$ cat config.mk
export PLATFORM = sky130hd
export DESIGN_NAME = shift_mix
export DESIGN_NICKNAME = d
export VERILOG_FILES = /design/src/rtl/shift_mix.sv
export SDC_FILE = /design/constraint.sdc
export NUM_CORES = 1
export LEC_CHECK = 0
export ABC_AREA = 0
export BUFFER_PORTS_ARGS = -buffer_cell sky130_fd_sc_hd__buf_2
export CAP_MARGIN = 20
export CORE_MARGIN = 5
export CORE_UTILIZATION = 50
export CTS_CLUSTER_SIZE = 40
export DETAILED_ROUTE_END_ITERATION = 6
export PLACE_DENSITY = 0.82
export SLEW_MARGIN = 20
export SYNTH_ARGS = -nofsm -noshare
export SYNTH_HDL_FRONTEND = slang
export SYNTH_SLANG_ARGS = --single-unit
$ cat constraint.sdc
create_clock -name clk -period 2.7 [get_ports clk]
set_input_delay 0.135 -clock clk [delete_from_list [all_inputs] [get_ports clk]]
set_output_delay 0.135 -clock clk [all_outputs]
set_load 0.01 [all_outputs]
$ cat src/rtl/shift_mix.sv
// AES round stage after SubBytes: ShiftRows on the latched input, then MixColumns one column per clock.
// Optional sticky overrun flag `err` is built when SHIFT_MIX_ERR_EN is defined.
module shift_mix #(
    parameter int BYPASS_LAST = 1,
    parameter int DONE_HOLD   = 0
) (
    input  logic       clk,
    input  logic       rst,
    input  logic       en,
    input  logic       last_round,
    input  logic [7:0] s0,  input  logic [7:0] s1,  input  logic [7:0] s2,  input  logic [7:0] s3,
    input  logic [7:0] s4,  input  logic [7:0] s5,  input  logic [7:0] s6,  input  logic [7:0] s7,
    input  logic [7:0] s8,  input  logic [7:0] s9,  input  logic [7:0] s10, input  logic [7:0] s11,
    input  logic [7:0] s12, input  logic [7:0] s13, input  logic [7:0] s14, input  logic [7:0] s15,
    output logic [7:0] m0,  output logic [7:0] m1,  output logic [7:0] m2,  output logic [7:0] m3,
    output logic [7:0] m4,  output logic [7:0] m5,  output logic [7:0] m6,  output logic [7:0] m7,
    output logic [7:0] m8,  output logic [7:0] m9,  output logic [7:0] m10, output logic [7:0] m11,
    output logic [7:0] m12, output logic [7:0] m13, output logic [7:0] m14, output logic [7:0] m15,
    output logic       busy,
    output logic       done
`ifdef SHIFT_MIX_ERR_EN
    ,
    output logic       err
`endif
);

    typedef enum logic [2:0] {IDLE, COL0, COL1, COL2, COL3} state_t;

    function automatic logic [7:0] xtime(input logic [7:0] a);
        return {a[6:0], 1'b0} ^ (a[7] ? 8'h1b : 8'h00);
    endfunction

    // [column][row] view of the column-major byte order
    logic [3:0][3:0][7:0] s_in, t_sh, t_q, m_q;
    logic [3:0][7:0]      a, o;
    logic                 last_q;
    state_t               state_q, state_d;
    logic                 accept, col_we, last_col;
    logic [1:0]           col_idx;

    assign s_in = {s15, s14, s13, s12, s11, s10, s9, s8, s7, s6, s5, s4, s3, s2, s1, s0};
    assign {m15, m14, m13, m12, m11, m10, m9, m8, m7, m6, m5, m4, m3, m2, m1, m0} = m_q;

    // ShiftRows: row r of column c comes from column (c+r)%4
    always_comb begin
        t_sh = '0;
        for (int c = 0; c < 4; c++)
            for (int r = 0; r < 4; r++)
                t_sh[c][r] = s_in[(c + r) % 4][r];
    end

    always_ff @(posedge clk) begin
        if (rst) state_q <= IDLE;
        else     state_q <= state_d;
    end

    always_comb begin
        state_d = state_q;
        case (state_q)
            IDLE:    if (en) state_d = COL0;
            COL0:    state_d = COL1;
            COL1:    state_d = COL2;
            COL2:    state_d = COL3;
            COL3:    state_d = IDLE;
            default: state_d = IDLE;
        endcase
    end

    always_comb begin
        accept   = 1'b0;
        col_we   = 1'b0;
        col_idx  = 2'd0;
        last_col = 1'b0;
        case (state_q)
            IDLE:    accept = en;
            COL0:    begin col_we = 1'b1; col_idx = 2'd0; end
            COL1:    begin col_we = 1'b1; col_idx = 2'd1; end
            COL2:    begin col_we = 1'b1; col_idx = 2'd2; end
            COL3:    begin col_we = 1'b1; col_idx = 2'd3; last_col = 1'b1; end
            default: ;
        endcase
    end

    always_comb begin
        a = t_q[col_idx];
        if (BYPASS_LAST != 0 && last_q) begin
            o = a;
        end else begin
            o[0] = xtime(a[0]) ^ xtime(a[1]) ^ a[1] ^ a[2] ^ a[3];
            o[1] = a[0] ^ xtime(a[1]) ^ xtime(a[2]) ^ a[2] ^ a[3];
            o[2] = a[0] ^ a[1] ^ xtime(a[2]) ^ xtime(a[3]) ^ a[3];
            o[3] = xtime(a[0]) ^ a[0] ^ a[1] ^ a[2] ^ xtime(a[3]);
        end
    end

    always_ff @(posedge clk) begin
        if (rst) begin
            t_q    <= '0;
            m_q    <= '0;
            last_q <= 1'b0;
            busy   <= 1'b0;
            done   <= 1'b0;
        end else begin
            if (accept) begin
                t_q    <= t_sh;
                last_q <= last_round;
                busy   <= 1'b1;
                done   <= 1'b0;
            end else if (last_col) begin
                busy <= 1'b0;
                done <= 1'b1;
            end else if (DONE_HOLD == 0) begin
                done <= 1'b0;
            end
            if (col_we) m_q[col_idx] <= o;
        end
    end

`ifdef SHIFT_MIX_ERR_EN
    // Overrun from SubBytes: a start request arrived while a column pass was in flight
    always_ff @(posedge clk) begin
        if (rst)              err <= 1'b0;
        else if (en && busy)  err <= 1'b1;
    end
`endif

endmodule

== Yosys cells after proc, flatten, opt, wreduce, memory -nomap -nowiden ==
Cells that the tools add are included.
Operators by class
  divide/modulo/power cells: 0
  eq/ne operators: 5
  reductions and logical operators: 5
  bitwise gates (word level): 20
  order comparisons: 2
  shifts and indexed selects: 0
  add/sub/neg operators: 0
  $mul: 0
  muxes and demuxes: 19
Operators with widths (count)
  bitwise mux 128 bit: 1
  bitwise XOR 8 bit: 16
  two-way mux 32 bit: 3
  binary-select mux 32 bit (select 2 bit): 1
  demux 32 bit (select 2 bit): 1
  bitwise XOR 8 x 5 -> 8 bit: 4
  two-way mux 5 bit: 4
  one-hot mux 3 bit (4 select lines): 1
  equality test 3 x 2 -> 1 bit, second input constant: 2
  two-way mux 1 bit: 6
  one-hot mux 2 bit (3 select lines): 1
  OR reduction 4 bit: 1
  equality test 3 x 1 -> 1 bit, second input constant: 1
  equality test 3 bit, second input constant: 1
  zero test 3 bit: 1
  less-than comparator 2 x 3 -> 1 bit, second input constant: 1
  two-way mux 3 bit: 1
  >= comparator 2 x 1 -> 1 bit, second input constant: 1
  != test 2 bit, second input constant: 1
  nonzero test 2 bit: 1
  OR reduction 2 bit: 1
  logical AND 1 bit: 1
Word-level totals
  bits in latches: 0
  memories: 0
  word-level logic and storage cells: 87
  ROM bits: 0
  output and inout bits: 130
  bits of input ports: 132
  memory bits (writable): 0
  flip-flop bits (word level): 262

== Logic depth before layout (Yosys ltp) ==
  depth after elaboration: 12
  depth in mapped cells: 12
  depth with buffers taken out: 7

== Worst setup path before layout ==
Ideal clock, no wire load.
  path type: register -> register
  start point: register state_q[2]
  end point: register m_q, in the netlist m14[6]
  setup slack: 0.149 ns
  setup time: 0.120 ns
  required time: 2.580 ns
  cell stages (with the launch flop): 10
  data arrival time: 2.431 ns
  clock period less this slack: 2.551 ns
  buffers on the path: 2
  cells stage by stage: dfxtp_1 > buf_4 > nor3b_4 > buf_6 > o2bb2ai_1 > nor3_1 > nor2_1 > xor2_1 > mux2_1 > o31a_1
Between the ends
  longest elaborated chain between the ends: 10
  elaborated cells on any way between the ends: 22
  classes of those cells: order compare: 2; eq/ne: 4; mux: 8; bitwise: 6; reduce/logical: 2
Ends and longest elaborated chain
  start, declared: line 37  | state_t state_q, state_d;
  start signal, assigned: line 54  | else state_q <= state_d;
  equality test 3 bit or equality test 3 x 2 -> 1 bit (tied branches): line 74  | case (state_q)
  one-hot mux 2 bit (3 select lines): line 74
  binary-select mux 32 bit (select 2 bit): line 85  | a = t_q[col_idx];
  two-way mux 32 bit (not written as such): line 85
  bitwise XOR 8 bit or bitwise XOR 8 x 5 -> 8 bit (tied branches): line 91, 30
  bitwise XOR 8 bit (3 in a row): line 91  | o[2] = a[0] ^ a[1] ^ xtime(a[2]) ^ xtime(a[3]) ^ a[3];
  two-way mux 32 bit: line 86  | if (BYPASS_LAST != 0 && last_q) begin
  bitwise mux 128 bit: line 115  | if (col_we) m_q[col_idx] <= o;
  end signal, assigned by index: line 115
  end, declared: line 34  | logic [3:0][3:0][7:0] s_in, t_sh, t_q, m_q;
Several ways; a longest one is shown, not always the timed one. The select of a mux whose other input is x is not followed.
A chain may end at the register's enable or synchronous reset.

== Worst setup path in the final report ==
  start point: register state_q[0]
  end point: register m_q, in the netlist m14[5]
Same word-level chain as after synthesis.

==> flow_summary.yaml <==
run_status:
  status: "complete, but fails checks"
  violations: "design-rule violations, negative setup slack"
worst_setup_path:
  ff2ff_path_depth: 9
  crit_arrival_ns: 3.11
  path_depth: 9
  worstSetupEndpointType: "flop"
  reg2reg_to: "m14[5]"
  crit_end: "m14[5]"
  crit_type: "flop to flop"
  r2r_start: "state_q[0]"
  crit_family: "simple AND/OR/NAND/NOR gates"
  critPathMaxStageDelay_ns: 0.52
  cp_data_required_time_ns: 3.10
  start_kind: "flop"
  rrSetupSlack_ns: -0.009
  path_buf_inv: 2
  cp_max_fo: 15
  critPathLaunch: "state_q[0]"
  slowest_stage: "or3_1"
  path_cells: "buf_4 > buf_6 > mux2i_2 > o2bb2ai_1 > or3_1 > and3_1 > nor2_1 > mux2i_1 > a21oi_1"
synthesis:
  synth_area_per_cell_um2: 8.47
  ys.warnings.count: 0
  synthCells: 1440
  async_flop_share_pct: 0
  ys_top_cells_by_count: "317 x nand2_1, 262 x dfxtp_1, 192 x a21oi_1"
  ys_seq_elements: 262
  synthesis.nets: 1572
  ys_types: 75
  synth_mux_area_share_pct: 3.53
  netlist_area_um2: 12200
  synth_seq_area_share_pct: 43.0
  yosysMostFrequentCell: "nand2_1"
  synth_xor_area_share_pct: 6.78
  synthAdderAreaFrac_pct: 0
  yosys-top-cells-area: "dfxtp_1 43%, nand2_1 9.8%, a21oi_1 7.9%"
  synthFlopType: "dfxtp_1"
  synth_compound_area_share_pct: 25.6
  synthSimpleGateAreaFrac_pct: 16.8
  synth_top_area_share_pct: 43.0
  synth_top_family_by_area: "compound AO/OA/AOI/OAI gates"
  yosysTopAreaCell: "dfxtp_1"
  synth_edf_count: 0
pwr:
  ir_drop_mv: 0.442
  p_comb_share_pct: 31.5
  swShare_pct: 32.7
  cellPowerDensity_nw_per_um2: 696
  p_leak_nw: 7.29
  seqPwrFrac_pct: 37.0
  switchingPower_w: 0.00390
  totalPowerFinal_w: 0.0119
  power_frac_clock_pct: 31.5
  p_int_w: 0.00804
die:
  initial_utilization_pct: 50.4
  die-area_um2: 27600
  die_w_um: 166
  die_y_um: 166
  std_cell_rows: 57
  ios: 262
  core-area_um2: 24200
global_route:
  grt_pass1_wl_um: 72700
  grt_max_degree: 140
  antenna_found_initial: 3
  gr-usage-all-layers_pct: 32.3
  grt_pass1_vias: 13000
  gr-total-overflow: 0
finish:
  regMostFlops: "t_q"
  multi_input_area_um2: 6820
  layout.cells.non_filler: 2231
  num-nets-final: 2018
  largest_register_ffs: 128
  drive_above_1_share_pct: 28.6
  regArea_um2: 5250
  fill_cells: 1682
  area_growth_pct: 40.7
clock_network:
  cts_tree: "built"
  htreeDepth: 1
  insertion_delay_ns: 0.54
  numCtsBuffers: 27
  clock-sinks: 262
  clk_pin_slew_ns: 0.06
  cts_root_buffer: "clkbuf_16"
  clockBufferDepth: 3
placed_design:
  port_buffers: 261
  dp_hpwl_um: 30900
  place_inst: 2032
  routabilityCongestion: 1.02
routing:
  wl_um: 47800
  drc: 1
  num_vias: 13500
  post_drt_wl_per_cell_um: 21.4
  via_per_inst: 6.05
  ant_nets: 0
  met1_length_um: 17800
  firstDrtPassIters: 7
  top_layer_used: "met4"
  routed-wl-met2_um: 22000
  drt-initial-drc-count: 2036
  wl_met3_um: 5200
sta:
  fin_skew_ns: 0.0134
  post-route-period-util_pct: 100
  hold_violations: 0
  period_needed_ns: 2.71
  rsz0062_at_grt: "yes"
  fin_setup_tns_ns: -0.00891
  layout_setup_ws_ns: -0.00891
  slew_violations: 0
  hold_slack_ns: 0.390
  finalSetupViolCount: 1
  max_freq_mhz: 369
  relSlewSlack_pct: 56.3
  worst_pin_slew_ns: 0.651
min_path:
  hold-path-cell-count: 4
  min_path_type: "primary input to flop"
  hold_path.startpoint: "s0[2]"
run:
  cap_violations: 0
-- worst min-delay path: cells and delay by family --
family,cells,cell delay [ns]
AND/OR/NAND/NOR,1,0.05
buffers and inverters,2,0.65
AO/OA/AOI/OAI,1,0.05
-- area by class of cell --
type	instances	share of cell area [%]
Clock buffer	35	4.41
Tap cell	324	2.36
Antenna cell	3	0.0438
Inverter	6	0.131
Timing Repair Buffer	528	21.9
Multi-Input combinational cell	1061	39.8
Clock inverter	12	0.722
Sequential cell	262	30.6
-- worst min-delay path by stage --
| stage | to |
|---|---|
| after floorplan | t_q[118] |
| after global placement | t_q[80] |
| after detailed placement | t_q[77] |
| after CTS | t_q[84] |
| after global routing | t_q[112] |
| final | t_q[2] |
-- stage by stage --
| step | util [%] | setup WS (ns) | area [µm²] |
|---|---|---|---|
| floorplan | - | 0.149 | 12200 |
| global placement | 59.5 | -0.112 | 14400 |
| detailed placement | 59.5 | -0.151 | 14400 |
| CTS | 69.3 | -0.00124 | 16800 |
| global route | 71.0 | -0.0387 | 17200 |
| finish | 71.0 | -0.00891 | 17200 |
-- cells by family (layout without fill, tap and decap cells) --
family	Yosys count	after routing
simple gates	482	482
xor+xnor	62	62
other cells	0	3
buf+inv	117	581
flops	262	262
compound gates	475	475
mux	42	42
-- routing by layer --
layer  global-route usage [%]  vias up
met4                     14.6        0
met1                     40.4     6316
met5                        0        -
met3                     7.09      214
met2                     53.6      931
li1                         -     6026
-- timing repair --
action                     CTS  global route
resized for setup           21            62
buffers inserted             7            11
hold endpoints to repair   155             0
setup endpoints to repair   27           117
hold buffers               131             0
pin swaps                    6            20
gates cloned                 1             0
-- power groups by stage --
stage | Combinational [W] | Clock [W] | Sequential [W]
finish | 0.00376 | 0.00376 | 0.00442
global route | 0.00398 | 0.00394 | 0.00444
CTS | 0.00347 | 0.00376 | 0.00440
detailed placement | 0.00323 | 0 | 0.00448
global placement | 0.00318 | 0 | 0.00446
floorplan | 0.00191 | 0 | 0.00448
-- layout by cell type, fill, tap and decap left out, drive strengths merged, types with 11 or more instances in the layout --
cell,synthesis,routed
o21ai,90,90
xor2,14,14
xnor3,19,19
o2bb2ai,22,22
a21oi,201,201
a22oi,13,13
a32oi,35,35
and2,11,11
a21o,13,13
nor2,74,74
xnor2,28,28
buf,24,397
nand2,318,318
a31oi,24,24
a211oi,14,14
dfxtp,262,262
dlygate4sd3,0,131
mux2i,34,34
clkbuf,87,35
nand3,17,17
nor3,16,16
Power figures use the tool's default switching activity.
